$ cat config.mk
export PLATFORM = sky130hd
export DESIGN_NAME = tl_ul_port_buffer
export DESIGN_NICKNAME = d
export VERILOG_FILES = /design/src/rtl/tl_ul_port_buffer.sv
export SDC_FILE = /design/constraint.sdc
export NUM_CORES = 1
export LEC_CHECK = 0
export BUFFER_PORTS_ARGS = -buffer_cell sky130_fd_sc_hd__buf_2
export CORE_MARGIN = 2
export CORE_UTILIZATION = 40
export CTS_CLUSTER_SIZE = 30
export DETAILED_ROUTE_END_ITERATION = 12
export SLEW_MARGIN = 15
export SYNTH_ARGS = -nofsm -noshare
export SYNTH_HDL_FRONTEND = slang
export SYNTH_SLANG_ARGS = --single-unit
$ cat constraint.sdc
create_clock -name clock -period 3.29 [get_ports clock]
set_clock_uncertainty 0.15 [all_clocks]
set_input_delay 0 -clock clock [delete_from_list [all_inputs] [get_ports clock]]
set_output_delay 0 -clock clock [all_outputs]
set_load 0.01 [all_outputs]
$ cat src/rtl/tl_ul_port_buffer.sv
// TileLink-UL port buffer: one registered A (request) queue and one registered
// D (response) queue for a single client port, plus a cap on the number of
// A beats issued downstream that have not yet seen a D beat.
// Both queues are plain circular buffers: no flow-through, no pipe mode.
module tl_ul_port_buffer #(
  parameter int A_DEPTH      = 2,
  parameter int D_DEPTH      = 2,
  parameter int MAX_INFLIGHT = 4
) (
  input  logic        clock,
  input  logic        reset,
  input  logic        a_in_valid,
  output logic        a_in_ready,
  input  logic [2:0]  a_in_opcode,
  input  logic [2:0]  a_in_param,
  input  logic [3:0]  a_in_size,
  input  logic [1:0]  a_in_source,
  input  logic [31:0] a_in_address,
  input  logic [3:0]  a_in_mask,
  input  logic [31:0] a_in_data,
  input  logic        a_in_corrupt,
  output logic        a_out_valid,
  input  logic        a_out_ready,
  output logic [2:0]  a_out_opcode,
  output logic [2:0]  a_out_param,
  output logic [3:0]  a_out_size,
  output logic [1:0]  a_out_source,
  output logic [31:0] a_out_address,
  output logic [3:0]  a_out_mask,
  output logic [31:0] a_out_data,
  output logic        a_out_corrupt,
  input  logic        d_in_valid,
  output logic        d_in_ready,
  input  logic [2:0]  d_in_opcode,
  input  logic [1:0]  d_in_param,
  input  logic [3:0]  d_in_size,
  input  logic [1:0]  d_in_source,
  input  logic        d_in_denied,
  input  logic [31:0] d_in_data,
  input  logic        d_in_corrupt,
  output logic        d_out_valid,
  input  logic        d_out_ready,
  output logic [2:0]  d_out_opcode,
  output logic [1:0]  d_out_param,
  output logic [3:0]  d_out_size,
  output logic [1:0]  d_out_source,
  output logic        d_out_denied,
  output logic [31:0] d_out_data,
  output logic        d_out_corrupt,
  output logic [3:0]  inflight,
  output logic        err_underflow
);

  localparam int A_W  = 81;
  localparam int D_W  = 45;
  localparam int A_PW = $clog2(A_DEPTH);
  localparam int D_PW = $clog2(D_DEPTH);
  localparam logic [3:0] MAX_INF = 4'(MAX_INFLIGHT);

  logic [A_W-1:0]  a_mem [A_DEPTH];
  logic [A_PW-1:0] a_enq_ptr;
  logic [A_PW-1:0] a_deq_ptr;
  logic            a_maybe_full;
  logic            a_empty;
  logic            a_full;
  logic            a_enq;
  logic            a_deq;

  logic [D_W-1:0]  d_mem [D_DEPTH];
  logic [D_PW-1:0] d_enq_ptr;
  logic [D_PW-1:0] d_deq_ptr;
  logic            d_maybe_full;
  logic            d_empty;
  logic            d_full;
  logic            d_enq;
  logic            d_deq;

  logic            cap_ok;

  assign a_empty = (a_enq_ptr == a_deq_ptr) && !a_maybe_full;
  assign a_full  = (a_enq_ptr == a_deq_ptr) && a_maybe_full;
  assign d_empty = (d_enq_ptr == d_deq_ptr) && !d_maybe_full;
  assign d_full  = (d_enq_ptr == d_deq_ptr) && d_maybe_full;

  // Readiness depends only on stored state, so a full queue refuses a beat
  // even if it is being drained in the same cycle.
  assign cap_ok      = inflight < MAX_INF;
  assign a_in_ready  = !a_full;
  assign a_out_valid = !a_empty && cap_ok;
  assign d_in_ready  = !d_full;
  assign d_out_valid = !d_empty;

  assign a_enq = a_in_valid && a_in_ready;
  assign a_deq = a_out_valid && a_out_ready;
  assign d_enq = d_in_valid && d_in_ready;
  assign d_deq = d_out_valid && d_out_ready;

  // Output fields always reflect the head entry, valid or not.
  assign {a_out_opcode, a_out_param, a_out_size, a_out_source,
          a_out_address, a_out_mask, a_out_data, a_out_corrupt} = a_mem[a_deq_ptr];
  assign {d_out_opcode, d_out_param, d_out_size, d_out_source,
          d_out_denied, d_out_data, d_out_corrupt} = d_mem[d_deq_ptr];

  // A queue: storage, pointers and the full/empty disambiguation flag.
  always_ff @(posedge clock or negedge reset) begin
    if (!reset) begin
      a_enq_ptr    <= '0;
      a_deq_ptr    <= '0;
      a_maybe_full <= 1'b0;
      for (int i = 0; i < A_DEPTH; i++) a_mem[i] <= '0;
    end else begin
      if (a_enq) begin
        a_mem[a_enq_ptr] <= {a_in_opcode, a_in_param, a_in_size, a_in_source,
                             a_in_address, a_in_mask, a_in_data, a_in_corrupt};
        a_enq_ptr <= a_enq_ptr + 1'b1;
      end
      if (a_deq) a_deq_ptr <= a_deq_ptr + 1'b1;
      if (a_enq != a_deq) a_maybe_full <= a_enq;
    end
  end

  // D queue: same structure as the A queue.
  always_ff @(posedge clock or negedge reset) begin
    if (!reset) begin
      d_enq_ptr    <= '0;
      d_deq_ptr    <= '0;
      d_maybe_full <= 1'b0;
      for (int i = 0; i < D_DEPTH; i++) d_mem[i] <= '0;
    end else begin
      if (d_enq) begin
        d_mem[d_enq_ptr] <= {d_in_opcode, d_in_param, d_in_size, d_in_source,
                             d_in_denied, d_in_data, d_in_corrupt};
        d_enq_ptr <= d_enq_ptr + 1'b1;
      end
      if (d_deq) d_deq_ptr <= d_deq_ptr + 1'b1;
      if (d_enq != d_deq) d_maybe_full <= d_enq;
    end
  end

  // Outstanding-request count; a response with nothing outstanding is
  // flagged (sticky) and the count is held at zero instead of wrapping.
  always_ff @(posedge clock or negedge reset) begin
    if (!reset) begin
      inflight      <= 4'd0;
      err_underflow <= 1'b0;
    end else if (a_deq && !d_enq) begin
      inflight <= inflight + 4'd1;
    end else if (d_enq && !a_deq) begin
      if (inflight == 4'd0) err_underflow <= 1'b1;
      else                  inflight      <= inflight - 4'd1;
    end
  end

endmodule

Yosys cells after proc, flatten, opt, wreduce, memory -nomap -nowiden --
Index checks and enable logic that the tools add are counted.
Operators by class: $add $sub $neg 6, magnitude comparators 7, equality and inequality tests 5, muxes and demuxes 15, bitwise gates (word level) 5, reduce and logical (&&, ||, !) cells 25
Operators with widths (number):
- $mux 81 | 4
- $mux 45 | 4
- $bwmux 162 | 1
- $bwmux 90 | 1
- $demux 81 s1 | 1
- $demux 45 s1 | 1
- $logic_and 1x1->1 | 13
- $mux 4 | 3
- $ge 2x2->1 const B | 4
- $logic_not 1->1 | 8
- $not 1->2 | 4
- $add 1x1->1 const B | 4
- $add 4x1->4 const B | 1
- $logic_not 4->1 | 1
- $lt 2x1->1 const B | 2
- $lt 4x3->1 const B | 1
- $sub 4x1->4 const B | 1
- $reduce_and 3->1 | 1
- $eq 1x1->1 | 2
- $ne 1x1->1 | 2
- $ne 2x2->1 const B | 1
- $reduce_and 2->1 | 1
- $reduce_bool 2->1 | 1
- $not 1->1 | 1
Storage, ports and cells: bits in registers 263, output and inout bits 135, word-level logic and storage cells 75

Depth between registers and ports, before layout --
word-level depth 9, mapped depth 12

Least setup slack after synthesis --
Ideal clock, no wire load.
kind flip-flop to flip-flop, start point register a_deq_ptr, end point register inflight[3], data arrival time 2712 ps, slack 307 ps, cell stages (with the launch flop) 13, buffers on the path 1, clock period less this slack 2983 ps, cell sequence dfrtp_1 clkbuf_2 xnor2_1 a21boi_0 nand2_1 inv_1 ha_1 inv_1 ha_1 a21o_1 a21oi_1 mux2_2 a22o_1
Between the ends: cells in the longest elaborated chain, start to end 9
RTL lines:
- from (decl) | line 62 | logic [A_PW-1:0] a_deq_ptr;
- from (signal assigned) | line 117 | if (a_deq) a_deq_ptr <= a_deq_ptr + 1'b1;
- $eq 1x1->1 * | line 80 | assign a_empty = (a_enq_ptr == a_deq_ptr) && !a_maybe_full;
- $logic_and 1x1->1 * | line 80
- $logic_not 1->1 * | line 89 | assign a_out_valid = !a_empty && cap_ok;
- $logic_and 1x1->1 * | line 89
- named net a_out_valid | line 22 | output logic a_out_valid,
- $logic_and 1x1->1 * | line 94 | assign a_deq = a_out_valid && a_out_ready;
- named net a_deq | line 67 | logic a_deq;
- $logic_not 1->1 | line 148 | end else if (d_enq && !a_deq) begin
- $logic_and 1x1->1 | line 148
- $reduce_bool 2->1 (no line)
- $reduce_and 2->1 (no line)
- to (signal assigned) | line 147 | inflight <= inflight + 4'd1;
- to (signal assigned) | line 150 | else inflight <= inflight - 4'd1;
- to (decl) | line 50 | output logic [3:0] inflight,
Mark *: on every way through the listed nets, which the timed path passes. The rest lies on a longest branch. A chain may end at the register's enable or synchronous reset.

Worst setup path after layout --
start point register a_deq_ptr, end point register inflight[3]
Between the ends: cells in the longest elaborated chain, start to end 9
RTL lines (line):
- $eq 1x1->1 * | 80
- $logic_and 1x1->1 * | 80
- $logic_not 1->1 * | 89
- $logic_and 1x1->1 * | 89
- $logic_and 1x1->1 * | 94
- named net a_deq | 67
- $logic_not 1->1 | 148
- $logic_and 1x1->1 | 148
- $reduce_bool 2->1 (no line)
- $reduce_and 2->1 (no line)
Marked as above.

==> implementation parameters <==
Parameter                              Value

Layout
  Filler cells    2505
  Total Nets Final    between 1000 and 1500
  Area growth from synthesis to layout    33.9%
  Final standard cell count with taps included and fillers excluded    1571
  Fraction of layout cells with a size suffix above 1    0.609
  Layout Cell Area excl Fill    about 16000 µm²

Synthesis
  Total standard cell area after synthesis    12000 µm²
  Number of unique standard cell types used by synthesis    32
  Post-synthesis cell count    744
  Count of state elements after synthesis    263
  Count of warnings emitted by yosys    0
  Sequential share of the synthesized area    0.546
  Average cell area after synthesis    16.2 µm²
  Post-Synthesis Net Count    881

Power and ir drop
  Leak Pwr    7.49 nW
  Total net switching power    between 5 and 6 mW
  Switching power share of the total    0.322
  Relative contribution of sequential cells to total power    0.341
  Internal portion of total power    11.5 mW
  Clock Power Share    0.193
  Part of the total power dissipated in combinational logic    0.466
  Worst vdd ir    0.000632 V
  Ratio of total power to cell area    roughly 1000 nW/µm²

Clock tree
  Number of post-CTS setup repair buffers    0
  CTS clk-pin slew, worst paths    60 ps
  Htree depth    1
  Clock latency on the worst-skew pair    about 550 ps
  Clock tree from TritonCTS    done
  Sink count of the clock tree    263
  CTS root buffer    clkbuf_16
  Max clock buf depth    3
  Number of buffers created by CTS    30

Route
  First-pass iteration count of the detailed router    4
  Total length of routed wires    26900 µm
  Ratio of routed vias to standard cells    4.76
  Routed wirelength normalized by instance count    17.1 µm
  Total number of vias    7484
  Drt first-iter violations    265
  Final antenna-violating net count    0
  # DRC    0

Placed design
  Total half-perimeter wirelength after legalization and detailed placement    17200 µm
  Post-placement worst setup slack    approximately 340 ps
  Quantity of I/O buffers inserted on ports    266
  Placer Congestion    roughly 0.73
  Count of placed standard cells including taps    1379
  Placed inst area    between 10000 and 15000 µm²

Global route
  Antenna violations before repair    1
  First-pass GRT wire length    ~44000 µm
  Vias in the first global route    8307
  Global router's overall resource usage    0.171
  Maximum number of pins on one net before global-route repair    between 100 and 150
  Aggregate global routing overflow    0

STA
  Fmax    0.336 GHz
  Time the final worst path needs with I/O delays and setup    2970 ps
  Period Utilization, post-route    0.904
  Final Worst Setup Slack    316 ps
  Setup tns final    0 ps
  Measured slew at the worst slew-check pin    1040 ps
  Fin. Hold Viols    34
  Setup repair after global routing missed its margin    no
  Worst hold slack    -84.6 ps
  Relative slew slack    0.305
  Final Max Tran Viols    0
  Setup violators final    0

Setup path
  Crit path capture type    flop
  Critical path peak fanout    5
  Arrival time of data at the critical path endpoint    3270 ps
  Worst setup SP type    flop
  Worst setup path category    reg -> reg
  CP Data Required Time    3590 ps
  Length in cells of the worst reg-to-reg path    11

Die
  Number of rows in the core area    63
  Overall die width    between 150 and 200 µm
  I/O pin cnt    267
  Die span in y    roughly 180 µm
  Core Footprint    29600 µm²
  Effective utilization at floorplan    0.406
  Overall die area    31500 µm²

Run
  Number of violations of the max-capacitance limit    0

Status
  Violated checks    negative hold slack
  Run status    finished, violations left

Worst hold path
  Worst min path class    in -> async
==> cell families after synthesis <==
| logic type | share of synthesized area |
|---|---|
| compound gates | 0.00810 |
| xor+xnor | 0.00436 |
| fa+ha+maj | 0.00582 |
| buf+inv | 0.0320 |
| flops | 0.546 |
| mux | 0.393 |
| simple gates | 0.0109 |
==> cell usage in the layout (no fill, tap or decap), drive strengths merged <==
cell type | netlist | layout
a21boi | 1 | 1
a21o | 1 | 1
a21oi | 4 | 4
a22o | 1 | 1
a31o | 1 | 1
a31oi | 3 | 3
and3 | 2 | 2
buf | 40 | 286
bufinv | 0 | 1
clkbuf | 1 | 48
clkinv | 0 | 4
dfrtp | 263 | 263
diode | 0 | 1
dlygate4sd3 | 0 | 137
fa | 1 | 1
ha | 4 | 4
inv | 6 | 7
mux2 | 379 | 379
mux2i | 1 | 1
nand2 | 11 | 11
nand2b | 3 | 3
nand3 | 2 | 2
nor2 | 8 | 8
nor3 | 1 | 1
nor3b | 1 | 1
o211a | 1 | 1
o21ai | 2 | 2
o22ai | 1 | 1
xnor2 | 5 | 5
xor2 | 1 | 1
==> metrics by stage <==
| step | power, mW | hold slack (ps) | util |
|---|---|---|---|
| floorplan | 11.2 | -446 | - |
| global placement | 13.4 | 6.38 | 0.465 |
| detailed placement | 13.5 | -6.88 | 0.465 |
| CTS | 17.1 | 13.9 | 0.544 |
| global route | 18.0 | 63.5 | 0.544 |
| finish | 16.9 | -84.6 | 0.544 |
==> synth_stat cells (all sizes together) <==
| master | count | area share |
|---|---|---|
| mux2 | 379 | 0.39 |
| dfrtp | 263 | 0.55 |
| buf | 40 | 0.030 |
| nand2 | 11 | 0.0034 |
| nor2 | 8 | 0.0025 |
| inv | 6 | 0.0019 |
| xnor2 | 5 | 0.0036 |
| a21oi | 4 | 0.0017 |
| ha | 4 | 0.0042 |
| a31oi | 3 | 0.0016 |
| nand2b | 3 | 0.0016 |
| and3 | 2 | 0.0011 |
| nand3 | 2 | 0.0012 |
| o21ai | 2 | 0.00083 |
| a21boi | 1 | 0.00062 |
| a21o | 1 | 0.00062 |
| a22o | 1 | 0.00073 |
| a31o | 1 | 0.00073 |
| clkbuf | 1 | 0.00042 |
| fa | 1 | 0.0017 |
| mux2i | 1 | 0.00083 |
| nor3 | 1 | 0.00042 |
| nor3b | 1 | 0.00062 |
| o211a | 1 | 0.00083 |
| o22ai | 1 | 0.00052 |
| xor2 | 1 | 0.00073 |
==> final timing paths <==
| check | startpoint | to | slack [ps] |
|---|---|---|---|
| worst min-delay path | reset | a_mem[93]$_DFFE_PN0P_ | -80 |
| min in group clock | d_in_data[2] | d_mem[3]$_DFFE_PN0P_ | 70 |
| max in group asynchronous | reset | a_mem[94]$_DFFE_PN0P_ | 2100 |
| worst max register to register | a_deq_ptr$_DFFE_PN0P_ | inflight[3]$_DFFE_PN0P_ | 320 |
| worst max-delay path | a_deq_ptr$_DFFE_PN0P_ | inflight[3]$_DFFE_PN0P_ | 320 |
| worst min register to register | err_underflow$_DFFE_PN0P_ | err_underflow$_DFFE_PN0P_ | 340 |
==> what timing repair did <==
| item | CTS | global route |
|---|---|---|
| hold buffers | 137 | 0 |
| endpoints found under the hold margin | 411 | 0 |
| gates resized for setup | 0 | 0 |
==> final cells by class <==
| type | count | area (µm²) | share of cell area |
|---|---|---|---|
| diodes | 1 | 2.50 | 0.000155 |
| clock buffers | 48 | 908 | 0.0563 |
| clock inverters | 6 | 70.1 | 0.00434 |
| inverters | 6 | 22.5 | 0.00140 |
| multi-input cells | 434 | 5100 | 0.316 |
| flip-flops and latches | 263 | 6590 | 0.408 |
| well taps | 390 | 488 | 0.0303 |
| repair buffers | 423 | 2950 | 0.183 |
==> metal layers <==
layer,track usage,part of all wire
met1,0.228,0.44
met2,0.275,0.46
met3,0.0501,0.073
met4,0.0434,0.024
met5,0,0
==> sequential cells by signal, summed over array words and instances (netlist names) <==
signal / flops
inflight: 4
a_deq_ptr: 1
a_maybe_full: 1
d_maybe_full: 1
d_enq_ptr: 1
err_underflow: 1
a_enq_ptr: 1
d_mem: 90
a_mem: 162
d_deq_ptr: 1
==> worst max-delay path, stage by stage, from the launching register on <==
cell      delay, ps
dfrtp_4         470
xnor2_1         260
a21boi_0        150
nand2_1         140
inv_1            70
ha_1            230
inv_1           150
ha_1            260
a21o_1          170
a21oi_1         230
mux2_2          370
a22o_1          190
==> power by group through the flow <==
| stage | Sequential (mW) | Combinational (mW) | Clock, mW |
|---|---|---|---|
| finish | 5.77 | 7.87 | 3.27 |
| global route | 5.99 | 8.48 | 3.52 |
| CTS | 5.77 | 7.98 | 3.38 |
| detailed placement | 5.78 | 7.75 | 0 |
| global placement | 5.76 | 7.66 | 0 |
| floorplan | 5.54 | 5.69 | 0 |
No activity file was read; power rests on OpenSTA's default activity.
